File: src/rtl/dataflow_pkg.sv
// dataflow_pkg: shared CGRA PE datapath constants and types.
// Default channel width/count and the output-buffer occupancy type.
package dataflow_pkg;

  localparam int DF_WIDTH = 32;
  localparam int DF_N     = 4;

  typedef logic [1:0] df_cnt_t;

endpackage

File: src/rtl/dataflow_mux_if.sv
// dataflow_mux_if: select stream, N input channels and one output channel.
// master = traffic source/sink side, slave = the mux.
interface dataflow_mux_if
  import dataflow_pkg::*;
#(
  parameter int WIDTH = DF_WIDTH,
  parameter int N     = DF_N
);

  localparam int SEL_W = $clog2(N);

  logic               sel_valid;
  logic               sel_ready;
  logic [SEL_W-1:0]   sel;
  logic [N-1:0]       in_valid;
  logic [N-1:0]       in_ready;
  logic [N*WIDTH-1:0] in_data;
  logic               out_valid;
  logic               out_ready;
  logic [WIDTH-1:0]   out_data;
  logic               sel_err;

  modport master (
    output sel_valid, sel, in_valid, in_data, out_ready,
    input  sel_ready, in_ready, out_valid, out_data, sel_err
  );

  modport slave (
    input  sel_valid, sel, in_valid, in_data, out_ready,
    output sel_ready, in_ready, out_valid, out_data, sel_err
  );

endinterface

File: src/rtl/dataflow_outbuf.sv
// dataflow_outbuf: output buffer of dataflow_mux, 1 entry or 2-entry skid.
// Ports: clk, reset, wr_en/wr_data (push), space, out_valid/out_ready/out_data.
// DATAFLOW_MUX_SKID_EN selects the 2-entry skid buffer (space from regs only).
module dataflow_outbuf
  import dataflow_pkg::*;
#(
  parameter int WIDTH = DF_WIDTH
) (
  input  logic             clk,
  input  logic             reset,
  input  logic             wr_en,
  input  logic [WIDTH-1:0] wr_data,
  output logic             space,
  output logic             out_valid,
  input  logic             out_ready,
  output logic [WIDTH-1:0] out_data
);

`ifdef DATAFLOW_MUX_SKID_EN

  df_cnt_t          cnt_q, cnt_d;
  logic [WIDTH-1:0] e0_q, e0_d;
  logic [WIDTH-1:0] e1_q, e1_d;
  logic             pop;

  assign pop       = (cnt_q != 2'd0) && out_ready;
  assign space     = (cnt_q < 2'd2);
  assign out_valid = (cnt_q != 2'd0);
  assign out_data  = e0_q;

  // e0 is the head; e1 only holds data when two entries are queued.
  always_comb begin
    cnt_d = cnt_q;
    e0_d  = e0_q;
    e1_d  = e1_q;
    if (pop && wr_en) begin
      if (cnt_q == 2'd1) begin
        e0_d = wr_data;
      end else begin
        e0_d = e1_q;
        e1_d = wr_data;
      end
    end else if (pop) begin
      if (cnt_q == 2'd2) e0_d = e1_q;
      cnt_d = cnt_q - 2'd1;
    end else if (wr_en) begin
      if (cnt_q == 2'd0) e0_d = wr_data;
      else               e1_d = wr_data;
      cnt_d = cnt_q + 2'd1;
    end
  end

  always_ff @(posedge clk or posedge reset) begin
    if (reset) begin
      cnt_q <= '0;
      e0_q  <= '0;
      e1_q  <= '0;
    end else begin
      cnt_q <= cnt_d;
      e0_q  <= e0_d;
      e1_q  <= e1_d;
    end
  end

`else

  logic             v_q, v_d;
  logic [WIDTH-1:0] d_q, d_d;

  // Accept when empty or when the held entry leaves this cycle.
  assign space     = !v_q || out_ready;
  assign out_valid = v_q;
  assign out_data  = d_q;

  always_comb begin
    v_d = v_q;
    d_d = d_q;
    if (wr_en) begin
      v_d = 1'b1;
      d_d = wr_data;
    end else if (out_ready) begin
      v_d = 1'b0;
    end
  end

  always_ff @(posedge clk or posedge reset) begin
    if (reset) begin
      v_q <= 1'b0;
      d_q <= '0;
    end else begin
      v_q <= v_d;
      d_q <= d_d;
    end
  end

`endif

endmodule

File: src/rtl/dataflow_mux.sv
// dataflow_mux: handshaked N-to-1 steering mux with registered output.
// Ports: clk, reset (async, high), bus (dataflow_mux_if.slave).
// Buffer depth set by DATAFLOW_MUX_SKID_EN inside dataflow_outbuf.
module dataflow_mux
  import dataflow_pkg::*;
#(
  parameter int WIDTH = DF_WIDTH,
  parameter int N     = DF_N
) (
  input  logic         clk,
  input  logic         reset,
  dataflow_mux_if.slave bus
);

  logic [31:0]      sel_ext;
  logic [N-1:0]     sel_oh;
  logic [WIDTH-1:0] mux_data;
  logic             in_range;
  logic             in_hit;
  logic             space;
  logic             fire_ok;
  logic             fire_bad;
  logic             sel_err_q, sel_err_d;

  assign sel_ext = 32'(bus.sel);

  always_comb begin
    sel_oh   = '0;
    mux_data = '0;
    for (int i = 0; i < N; i++) begin
      sel_oh[i] = (sel_ext == 32'(i));
      mux_data  = mux_data
                | ({WIDTH{sel_oh[i]}} & bus.in_data[i*WIDTH +: WIDTH]);
    end
  end

  // An empty one-hot means sel >= N (only reachable for non-pow2 N).
  assign in_range = |sel_oh;
  assign in_hit   = |(sel_oh & bus.in_valid);

  assign fire_ok  = !reset && space && bus.sel_valid
                 && in_range && in_hit;
  assign fire_bad = !reset && space && bus.sel_valid
                 && !in_range;

  assign bus.sel_ready = fire_ok || fire_bad;
  assign bus.in_ready  = fire_ok ? sel_oh : '0;

  assign sel_err_d   = sel_err_q || fire_bad;
  assign bus.sel_err = sel_err_q;

  always_ff @(posedge clk or posedge reset) begin
    if (reset) sel_err_q <= 1'b0;
    else       sel_err_q <= sel_err_d;
  end

  dataflow_outbuf #(
    .WIDTH (WIDTH)
  ) u_outbuf (
    .clk       (clk),
    .reset     (reset),
    .wr_en     (fire_ok),
    .wr_data   (mux_data),
    .space     (space),
    .out_valid (bus.out_valid),
    .out_ready (bus.out_ready),
    .out_data  (bus.out_data)
  );

endmodule

File: src/flat_wrapper.sv
// flat-port wrapper written by rule: the top's interface ports become plain ports
module dataflow_mux_flat import dataflow_pkg::*;
#(
  parameter int WIDTH = DF_WIDTH,
  parameter int N     = DF_N
)
  (clk, reset, bus_sel_valid, bus_sel, bus_in_valid, bus_in_data, bus_out_ready, bus_sel_ready, bus_in_ready, bus_out_valid, bus_out_data, bus_sel_err);
  dataflow_mux_if #(.WIDTH(WIDTH), .N(N)) bus_i ();
  input  logic clk;
  input  logic reset;
  input wire logic [$bits(bus_i.sel_valid)-1:0] bus_sel_valid;
  input wire logic [$bits(bus_i.sel)-1:0] bus_sel;
  input wire logic [$bits(bus_i.in_valid)-1:0] bus_in_valid;
  input wire logic [$bits(bus_i.in_data)-1:0] bus_in_data;
  input wire logic [$bits(bus_i.out_ready)-1:0] bus_out_ready;
  output wire logic [$bits(bus_i.sel_ready)-1:0] bus_sel_ready;
  output wire logic [$bits(bus_i.in_ready)-1:0] bus_in_ready;
  output wire logic [$bits(bus_i.out_valid)-1:0] bus_out_valid;
  output wire logic [$bits(bus_i.out_data)-1:0] bus_out_data;
  output wire logic [$bits(bus_i.sel_err)-1:0] bus_sel_err;
  assign bus_i.sel_valid = bus_sel_valid;
  assign bus_i.sel = bus_sel;
  assign bus_i.in_valid = bus_in_valid;
  assign bus_i.in_data = bus_in_data;
  assign bus_i.out_ready = bus_out_ready;
  assign bus_sel_ready = bus_i.sel_ready;
  assign bus_in_ready = bus_i.in_ready;
  assign bus_out_valid = bus_i.out_valid;
  assign bus_out_data = bus_i.out_data;
  assign bus_sel_err = bus_i.sel_err;
  dataflow_mux #(.WIDTH(WIDTH), .N(N)) u_core (.clk(clk), .reset(reset), .bus(bus_i));
endmodule
File: config.mk
export PLATFORM = sky130hd
export DESIGN_NAME = dataflow_mux_flat
export DESIGN_NICKNAME = d
export VERILOG_FILES = /design/src/rtl/dataflow_pkg.sv /design/src/rtl/dataflow_mux_if.sv /design/src/rtl/dataflow_outbuf.sv /design/src/rtl/dataflow_mux.sv /design/src/flat_wrapper.sv
export SDC_FILE = /design/constraint.sdc
export NUM_CORES = 1
export LEC_CHECK = 0
export BUFFER_PORTS_ARGS = -buffer_cell sky130_fd_sc_hd__buf_2
export CAP_MARGIN = 10
export CORE_ASPECT_RATIO = 0.75
export CORE_MARGIN = 5
export CORE_UTILIZATION = 40
export CTS_BUF_LIST = sky130_fd_sc_hd__clkbuf_16
export CTS_CLUSTER_SIZE = 20
export DETAILED_ROUTE_END_ITERATION = 8
export MAX_ROUTING_LAYER = met4
export PLACE_DENSITY = 0.77
export SLEW_MARGIN = 20
export SYNTH_ARGS = -nofsm -noshare
export SYNTH_HDL_FRONTEND = slang
export SYNTH_SLANG_ARGS = --single-unit
File: constraint.sdc
create_clock -name clk -period 1.5 [get_ports clk]
set_clock_uncertainty 0.05 [all_clocks]
set_input_delay 0.15 -clock clk [delete_from_list [all_inputs] [get_ports clk]]
set_output_delay 0.15 -clock clk [all_outputs]
set_load 0.02 [all_outputs]
==> flow_summary.toml, run 1 <==
[status]
status = "complete, but fails checks"
violations = "setup timing"

[detailed_routing]
drt_first_pass_iters = 7
drt-initial-drc-count = 58
drc = 0
wirelength_microns = 8160
avgRoutedWirePerCell_microns = 16.6
vias = 2563
vias_per_cell = 5.22
ant_nets = 0

[timing]
finalCritPeriodShare = 1.01
fin_ws_ns = -0.0223
slew-limit-headroom = 0.733
post-route-min-period_ns = 1.52
maxSlewViolCount = 0
worst_pin_slew_ns = 0.400
finalSetupViolations = 5
rsz0062_at_grt = "yes"
tns_ns = -0.0598
fmax_mhz = 657
finalHoldViolCount = 0

[cells_and_area]
utilization = 0.601
fin_cells = 491
drive_gt1_frac = 0.583
areaGrowthSynthToFinish_pct = 45.5
diodes = 0
nets = 548

[power_and_ir_drop]
ir_drop_v = 0.000563
powerDensity_nw_per_um2 = 1000
p_seq_frac = 0.329
comb_power_share = 0.428
swShare = 0.350
p_leak_nw = 2.05
power_mw = 3.82
clock_power_share = 0.243
intPower_mw = 2.49
net-switching-power_mw = 1.34

[global_routing]
grt-ovfl-total = 0
grt_max_degree = 41
grt_pass1_wl_microns = 13200
globalRouteTotalUtil = 0.197
first_global_vias = 2804
antenna_found_initial = 0

[floorplan]
core_sq_um = 6350
die_h_microns = 80.1
rows = 25
boundaryPins = 177
dieArea_sq_um = 8300
initial_core_util = 0.413
die_width_microns = 104

[logic_synthesis]
ys_warn_count = 0
netlist_top_cells_area = "dfrtp_1 32%, mux2i_1 24%, o221ai_2 17%, a31o_1 9.7%, inv_1 5.0%"
synth_top_area_frac = 0.324
yosysSeqAreaShare = 0.324
synth-seq-cells = 34
avgSynthCellArea_sq_um = 11.1
netlist.top_cell.by_area = "dfrtp_1"
synth_edf_count = 0
ys.flop_type = "dfrtp_1"
synth_most_common_cell = "mux2i_1"
synth_cell_types = 21
synthesis.nets = 374
synthArstFlopShare = 1.00
syn_inst = 236
netlist_area_sq_um = 2620
synth_commonest_cells = "64 x mux2i_1, 35 x inv_1, 34 x dfrtp_1"

[clock_network]
cts_tree = "built"
cts.sinks = 34
htree_levels = 2
max-clock-path-buffers = 2
root_buffer = "clkbuf_16"
numCtsBuffers = 5
clkSlewWorstSetupHoldPaths_ns = 0.05
worstSkewPairLatency_ns = 0.27

[setup_path]
crit-reg2reg-launch = "u_core.u_outbuf.out_valid$_DFFE_PP0P_"
worst-r2r-setup-slack_ns = 0.10
crit_type = "reg -> out"
worst_setup_path_end_kind = "output port"
crit_path_max_fanout = 4
crit_path_start_kind = "flip-flop"
rr_worst_depth = 6
cp-startpoint = "u_core.u_outbuf.out_valid$_DFFE_PP0P_"
r2r_end = "u_core.u_outbuf.out_data[16]$_DFFE_PP0P_"
critical_path.endpoint = "bus_in_ready[1]"
worst-endpoint-arrival_ns = 1.32
worstPathRequired_ns = 1.30

[placed_design]
gp_congestion = 0.923
io_buffers = 176
placed_cells = 481
post-dp-hpwl_microns = 6550

[worst_hold_path]
hp-class = "in -> reg"

[flow_run]
max_cap_violations = 0
[power groups by stage]
| stage | clock [mW] | combinational, mW | sequential, mW |
|---|---|---|---|
| after floorplan | 0 | 0.778 | 1.55 |
| after global placement | 0 | 1.60 | 1.26 |
| after detailed placement | 0 | 1.64 | 1.28 |
| after CTS | 0.957 | 1.66 | 1.26 |
| after global routing | 1.00 | 1.78 | 1.29 |
| final | 0.930 | 1.64 | 1.26 |
[final cells by class]
class / count / area, sq um
Sequential cell: 34 / 851
Clock buffer: 5 / 125
Inverter: 35 / 131
Fill cell: 569 / 2530
Multi-Input combinational cell: 141 / 1520
Clock inverter: 2 / 7.51
Tap cell: 81 / 101
Timing Repair Buffer: 193 / 1080
[critical path, stage by stage (launching register included)]
cell,delay (ns)
dfrtp_1,0.40
nand2b_4,0.13
nand4_2,0.22
nor2_2,0.13
buf_2,0.17
[stage by stage]
stage | cell area [sq um] | setup slack, ns | hold WS [ns]
after floorplan | 2640 | -0.0434 | 0.242
final | 3820 | -0.0223 | 0.153
after global placement | 3640 | 0.0442 | 0.115
after detailed placement | 3640 | -0.00839 | 0.116
after global routing | 3820 | -0.0721 | 0.157
after CTS | 3810 | -0.0282 | 0.151
[kinds of logic after synthesis]
kind of cell / synth area share
buffers and inverters: 0.107
and+or+nand+nor: 0.0243
DFF: 0.324
AOI/OAI and AO/OA: 0.283
muxes: 0.261
[metal layers]
| layer | share of wire | GRT usage |
|---|---|---|
| met5 | 0 | - |
| met4 | 0.0075 | 0.0380 |
| met3 | 0.074 | 0.0554 |
| met2 | 0.52 | 0.352 |
| met1 | 0.40 | 0.223 |
[registers in the layout, summed over array words and instances, names as in the netlist]
register / flops
u_core.bus.sel_err: 1
u_core.u_outbuf.out_data: 32
u_core.u_outbuf.out_valid: 1
[timing repair]
| action | 4_1_cts | 5_1_grt |
|---|---|---|
| buffers inserted | 2 | 0 |
| gates resized for setup | 6 | 1 |
| setup endpoints to repair | 5 | 5 |
| endpoints found under the hold margin | 7 | 0 |
| hold buffers | 1 | 0 |
[cell usage in the layout (no fill, tap or decap)]
cell / netlist / final
buf_2: 9 / 173
nor2_2: 0 / 2
mux4_2: 1 / 1
nand2b_4: 0 / 1
a31o_1: 29 / 29
mux2i_1: 64 / 64
buf_6: 4 / 1
a31o_2: 3 / 3
buf_12: 0 / 4
nor2_4: 0 / 2
mux2_1: 1 / 1
buf_8: 0 / 1
dfrtp_1: 34 / 34
nand4_2: 1 / 1
nand2_1: 1 / 1
nand3_1: 1 / 1
clkbuf_16: 0 / 5
nor2b_2: 0 / 1
dlygate4sd3_1: 0 / 1
o221ai_1: 3 / 3
mux2_2: 1 / 1
nand4b_2: 1 / 1
buf_4: 3 / 13
o221ai_2: 29 / 29
inv_1: 35 / 37
[worst min-delay path by stage]
stage	from	end	slack, ns	cells after the start
final	bus_in_data[8]	u_core.u_outbuf.out_data[8]$_DFFE_PP0P_	0.15	3
after global placement	reset	u_core.u_outbuf.out_data[9]$_DFFE_PP0P_	0.12	2
after CTS	bus_in_data[15]	u_core.u_outbuf.out_data[15]$_DFFE_PP0P_	0.15	3
after detailed placement	reset	u_core.u_outbuf.out_data[9]$_DFFE_PP0P_	0.12	2
after floorplan	reset	u_core.bus.sel_err$_DFF_PP0_	0.24	1
after global routing	bus_in_data[91]	u_core.u_outbuf.out_data[27]$_DFFE_PP0P_	0.16	3
Note: power is estimated with default switching activity, not from simulation.
==> run 2, diff against run 1 <==
Settings changed: PLACE_DENSITY 0.77 to unset, PLACE_DENSITY_LB_ADDON set to 0.08.
==> flow_summary.toml, run 2 (synthesis results as in run 1) <==
[status]
status = "finished clean"

[power_and_ir_drop]
p_leak_nw = 2.11
ir_drop_v = 0.000407
powerDensity_nw_per_um2 = 993

[global_routing]
grt_pass1_wl_microns = 13200
grt_util_met1 = 0.260
grtUsageMet3 = 0.0458
first_global_vias = 2660
grt-busiest-layer = "met2"
use_met2 = 0.319
antenna_found_initial = 0
grt-ovfl-total = 0
grt_max_degree = 46
globalRouteTotalUtil = 0.198

[setup_path]
worstPathRequired_ns = 1.30
crit_chain = "buf_2, mux4_2, buf_12, nand3_1, inv_1, buf_4"
path_depth = 6
crit_path_start_kind = "primary input"
worst-endpoint-arrival_ns = 1.25
crit_path_max_fanout = 5
crit_family = "multiplexers"
rr_worst_depth = 6
slowest_stage = "mux4_2"
crit_type = "in -> out"
worst_setup_path_end_kind = "output port"
slowest_delay_ns = 0.55
worst-r2r-setup-slack_ns = 0.09
crit_buf_inv = 4

[detailed_routing]
drt_first_pass_iters = 4
drc = 0
ant_nets = 0
vias_per_cell = 5.04
vias = 2540
drt-initial-drc-count = 121
avgRoutedWirePerCell_microns = 16.5
wirelength_microns = 8300

[timing]
finalSetupViolations = 0
rsz0062_at_grt = "yes"
finalCritPeriodShare = 0.969
post-route-min-period_ns = 1.45
slew-limit-headroom = 0.761
tns_ns = 0
worst_pin_slew_ns = 0.358
finalHoldViolCount = 0
maxSlewViolCount = 0
fmax_mhz = 688

[placed_design]
placed_cells = 486
gp_congestion = 0.778
io_buffers = 176
post-dp-hpwl_microns = 6400
dpl-instance-area_sq_um = 3670

[flow_run]
max_cap_violations = 0

[floorplan]
die_width_microns = 104
initial_core_util = 0.413
die_h_microns = 80.1
boundaryPins = 177
rows = 25
core_sq_um = 6350
dieArea_sq_um = 8300

[cells_and_area]
final_area_sq_um = 3920
drive_gt1_frac = 0.596
fin_cells = 504
nets = 561
diodes = 0
areaGrowthSynthToFinish_pct = 49.2
largest_register_ffs = 32
final_cell_mix = "170 x buf_2, 64 x mux2i_1, 37 x inv_1, 34 x dfrtp_1, 30 x buf_4"
final_common_cell = "buf_2"

[clock_network]
cts.sinks = 34
max-clock-path-buffers = 2
htree_levels = 2
numCtsBuffers = 5
cts_tree = "built"
clkSlewWorstSetupHoldPaths_ns = 0.05
worstSkewPairLatency_ns = 0.27
root_buffer = "clkbuf_16"

[worst_hold_path]
hp-class = "in -> reg"
worstHoldPathCells = 3
[run 2: changes by cell type in the layout (fill, tap and decap cells not counted)]
| cell | previous run | this run |
|---|---|---|
| buf_8 | 1 | 0 |
| buf_12 | 4 | 2 |
| nand4_2 | 1 | 0 |
| buf_6 | 1 | 3 |
| nand4b_4 | 0 | 1 |
| buf_4 | 13 | 30 |
| nand4_4 | 0 | 1 |
| buf_2 | 173 | 170 |
| nand4b_2 | 1 | 0 |
[run 2: tightest hold or removal path, delay by kind of cell]
kind | cells | cell delay, ns
AOI/OAI and AO/OA | 1 | 0.14
buffers and inverters | 1 | 0.07
muxes | 1 | 0.07
[run 2: through the flow]
stage           util  setup slack, ns  hold slack, ns  total power [mW]
3_3_place_gp   0.579           0.0553           0.151              2.89
5_1_grt        0.617          -0.0129           0.159              4.12
2_1_floorplan      -          -0.0434           0.242              2.33
4_1_cts        0.615          0.00939           0.140              3.91
3_5_place_dp   0.579           0.0261           0.159              2.92
6_report       0.617           0.0463           0.141              3.89
[run 2: path summary, 6_finish.rpt]
path                                                            end                                   from
min reg2reg                            u_core.bus.sel_err$_DFF_PP0_           u_core.bus.sel_err$_DFF_PP0_
max reg2reg                u_core.u_outbuf.out_data[14]$_DFFE_PP0P_  u_core.u_outbuf.out_valid$_DFFE_PP0P_
max in group asynchronous   u_core.u_outbuf.out_data[2]$_DFFE_PP0P_                                  reset
min in group asynchronous   u_core.u_outbuf.out_data[4]$_DFFE_PP0P_                                  reset
max                                                   bus_sel_ready                             bus_sel[0]
min                        u_core.u_outbuf.out_data[20]$_DFFE_PP0P_                        bus_in_data[20]
[run 2: cell type report]
| cell class | instances | area, sq um |
|---|---|---|
| clock buffer | 5 | 125 |
| clock inverter | 2 | 7.51 |
| fill | 577 | 2430 |
| inverter | 35 | 131 |
| multi-input combinational | 141 | 1540 |
| sequential | 34 | 851 |
| tap | 81 | 101 |
| timing repair buffer | 206 | 1160 |
[run 2: what timing repair did]
item                                    4_1_cts  5_1_grt
gates resized for setup                       8        4
buffers inserted                              7        5
pin swaps                                     1        0
cloned                                        0        0
endpoints found under the setup margin        5       22
hold endpoints to repair                     34        0
hold buffers                                  1        0
[run 2: power breakdown]
group | leakage, nW | total [mW] | switching, mW | internal [mW]
combinational | 1.62 | 1.67 | 0.890 | 0.779
clock | 0.0723 | 0.953 | 0.360 | 0.593
sequential | 0.416 | 1.26 | 0.121 | 1.14
total | 2.11 | 3.89 | 1.37 | 2.51
[run 2: routing by layer]
layer / routed length, microns / vias up
met4: 53 / 0
met1: 3640 / 1163
li1: - / 1263
met5: 0 / -
met2: 4000 / 107
met3: 611 / 7
==> run 3, diff against run 2 <==
Settings changed: CELL_PAD_IN_SITES_DETAIL_PLACEMENT set to 0, CELL_PAD_IN_SITES_GLOBAL_PLACEMENT set to 1, CORE_UTILIZATION 40 to 33, PLACE_DENSITY set to 0.95, PLACE_DENSITY_LB_ADDON 0.08 to unset.
Clock period 1.5 ns to 1.8 ns, I/O delays scaled along.
==> flow_summary.toml, run 3 (synthesis results as in run 1) <==
[status]
status = "finished clean"

[clock_network]
clkSlewWorstSetupHoldPaths_ns = 0.05
root_buffer = "clkbuf_16"
worstSkewPairLatency_ns = 0.27
cts_setup_buffers = 0
htree_levels = 2
cts_tree = "built"
max-clock-path-buffers = 2
cts.sinks = 34
numCtsBuffers = 5

[global_routing]
grt-ovfl-total = 0
globalRouteTotalUtil = 0.173
grt_max_degree = 35
first_global_vias = 2825
antenna_found_initial = 0
grt_pass1_wl_microns = 13300

[setup_path]
crit_type = "reg -> out"
critical_path.endpoint = "bus_in_ready[2]"
worst-r2r-setup-slack_ns = 0.52
crit_family = "simple AND/OR/NAND/NOR gates"
worstPathRequired_ns = 1.57
slowest_delay_ns = 0.38
slowest_stage = "dfrtp_1"
rr_worst_depth = 4
crit_path_start_kind = "flip-flop"
crit_path_max_fanout = 9
crit_chain = "nand2b_2, nand4b_2, buf_4, nor2_1, buf_2"
crit_buf_inv = 2
cp-startpoint = "u_core.u_outbuf.out_valid$_DFFE_PP0P_"
worst_setup_path_end_kind = "output port"
path_depth = 5
r2r_end = "u_core.u_outbuf.out_data[17]$_DFFE_PP0P_"
crit-reg2reg-launch = "u_core.u_outbuf.out_valid$_DFFE_PP0P_"
worst-endpoint-arrival_ns = 1.49

[timing]
post-route-min-period_ns = 1.72
tns_ns = 0
finalSetupViolations = 0
fmax_mhz = 582
finalHoldViolCount = 0
rsz0062_at_grt = "no"
slew-limit-headroom = 0.655
worst_pin_slew_ns = 0.518
fin_ws_ns = 0.0814
maxSlewViolCount = 0
finalCritPeriodShare = 0.955

[power_and_ir_drop]
powerDensity_nw_per_um2 = 837
ir_drop_v = 0.000327
p_leak_nw = 2.05

[cells_and_area]
fillers = 741
areaGrowthSynthToFinish_pct = 45.3
final_cell_mix = "175 x buf_2, 64 x mux2i_1, 37 x inv_1, 34 x dfrtp_1"
drive_gt1_frac = 0.572
nets = 547
final_common_cell = "buf_2"
diodes = 0
utilization = 0.488
largest_register_ffs = 32

[detailed_routing]
drc = 0
wirelength_microns = 8500
avgRoutedWirePerCell_microns = 16.5
ant_nets = 0
vias = 2555
drt-initial-drc-count = 99
vias_per_cell = 4.97
drt_first_pass_iters = 4

[worst_hold_path]
hp-class = "in -> reg"

[placed_design]
io_buffers = 176
post-dp-hpwl_microns = 6520
gp_congestion = 0.843
place_ws_ns = 0.112

[floorplan]
die_h_microns = 87.2
rows = 28
boundaryPins = 177
die_width_microns = 113
initial_core_util = 0.336
dieArea_sq_um = 9850
core_sq_um = 7810

[flow_run]
max_cap_violations = 0
run 3: changes by cell type in the layout (fill, tap and decap cells not counted), sizes merged:
cell / change
buf: -15
clkbuf: +1
run 3: worst min-delay path: cells and delay by family:
family	cells	cell delay (ns)
buf+inv	1	0.08
mux	1	0.05
compound gates	1	0.15
run 3: repair_timing:
action                     CTS  global route
cloned                       0             1
hold endpoints to repair    26             0
setup endpoints to repair    4             1
gates resized for setup      1             1
hold buffers                 1             0
run 3: area by class of cell:
cell class | instances | area (sq um) | share of cell area
multi-input cells | 141 | 1510 | 0.395
repair buffers | 192 | 1060 | 0.278
flip-flops and latches | 34 | 851 | 0.223
inverters | 35 | 131 | 0.0345
well taps | 105 | 131 | 0.0345
clock buffers | 5 | 125 | 0.0328
clock inverters | 2 | 7.51 | 0.00197
run 3: worst min path at each step:
stage,cells after the start,endpoint,start
global route,3,u_core.u_outbuf.out_data[7]$_DFFE_PP0P_,bus_in_data[39]
CTS,3,u_core.u_outbuf.out_data[16]$_DFFE_PP0P_,bus_in_data[16]
finish,3,u_core.u_outbuf.out_data[16]$_DFFE_PP0P_,bus_in_data[16]
global placement,3,u_core.u_outbuf.out_data[10]$_DFFE_PP0P_,reset
floorplan,1,u_core.bus.sel_err$_DFF_PP0_,reset
detailed placement,3,u_core.u_outbuf.out_data[5]$_DFFE_PP0P_,reset
run 3: where the power goes:
part           total, mW  internal (mW)  switching, mW
Clock              0.791          0.494          0.297
Combinational       1.35          0.618          0.735
Sequential          1.05          0.952         0.0950
Total               3.19           2.06           1.13
run 3: layer usage:
metal | vias to the layer above | wire length [microns] | global-route usage
met5 | - | 0 | -
met4 | 0 | 104 | 0.0535
met3 | 9 | 622 | 0.0368
met2 | 103 | 4430 | 0.317
met1 | 1209 | 3350 | 0.190
li1 | 1234 | - | -
run 3: stage by stage:
step	cell area, sq um	instances	power [mW]	hold slack [ns]
after detailed placement	3630	505	2.42	0.292
after floorplan	2620	236	1.94	0.272
final	3810	514	3.19	0.178
after CTS	3780	513	3.24	0.167
after global placement	3630	505	2.37	0.269
after global routing	3810	514	3.41	0.180
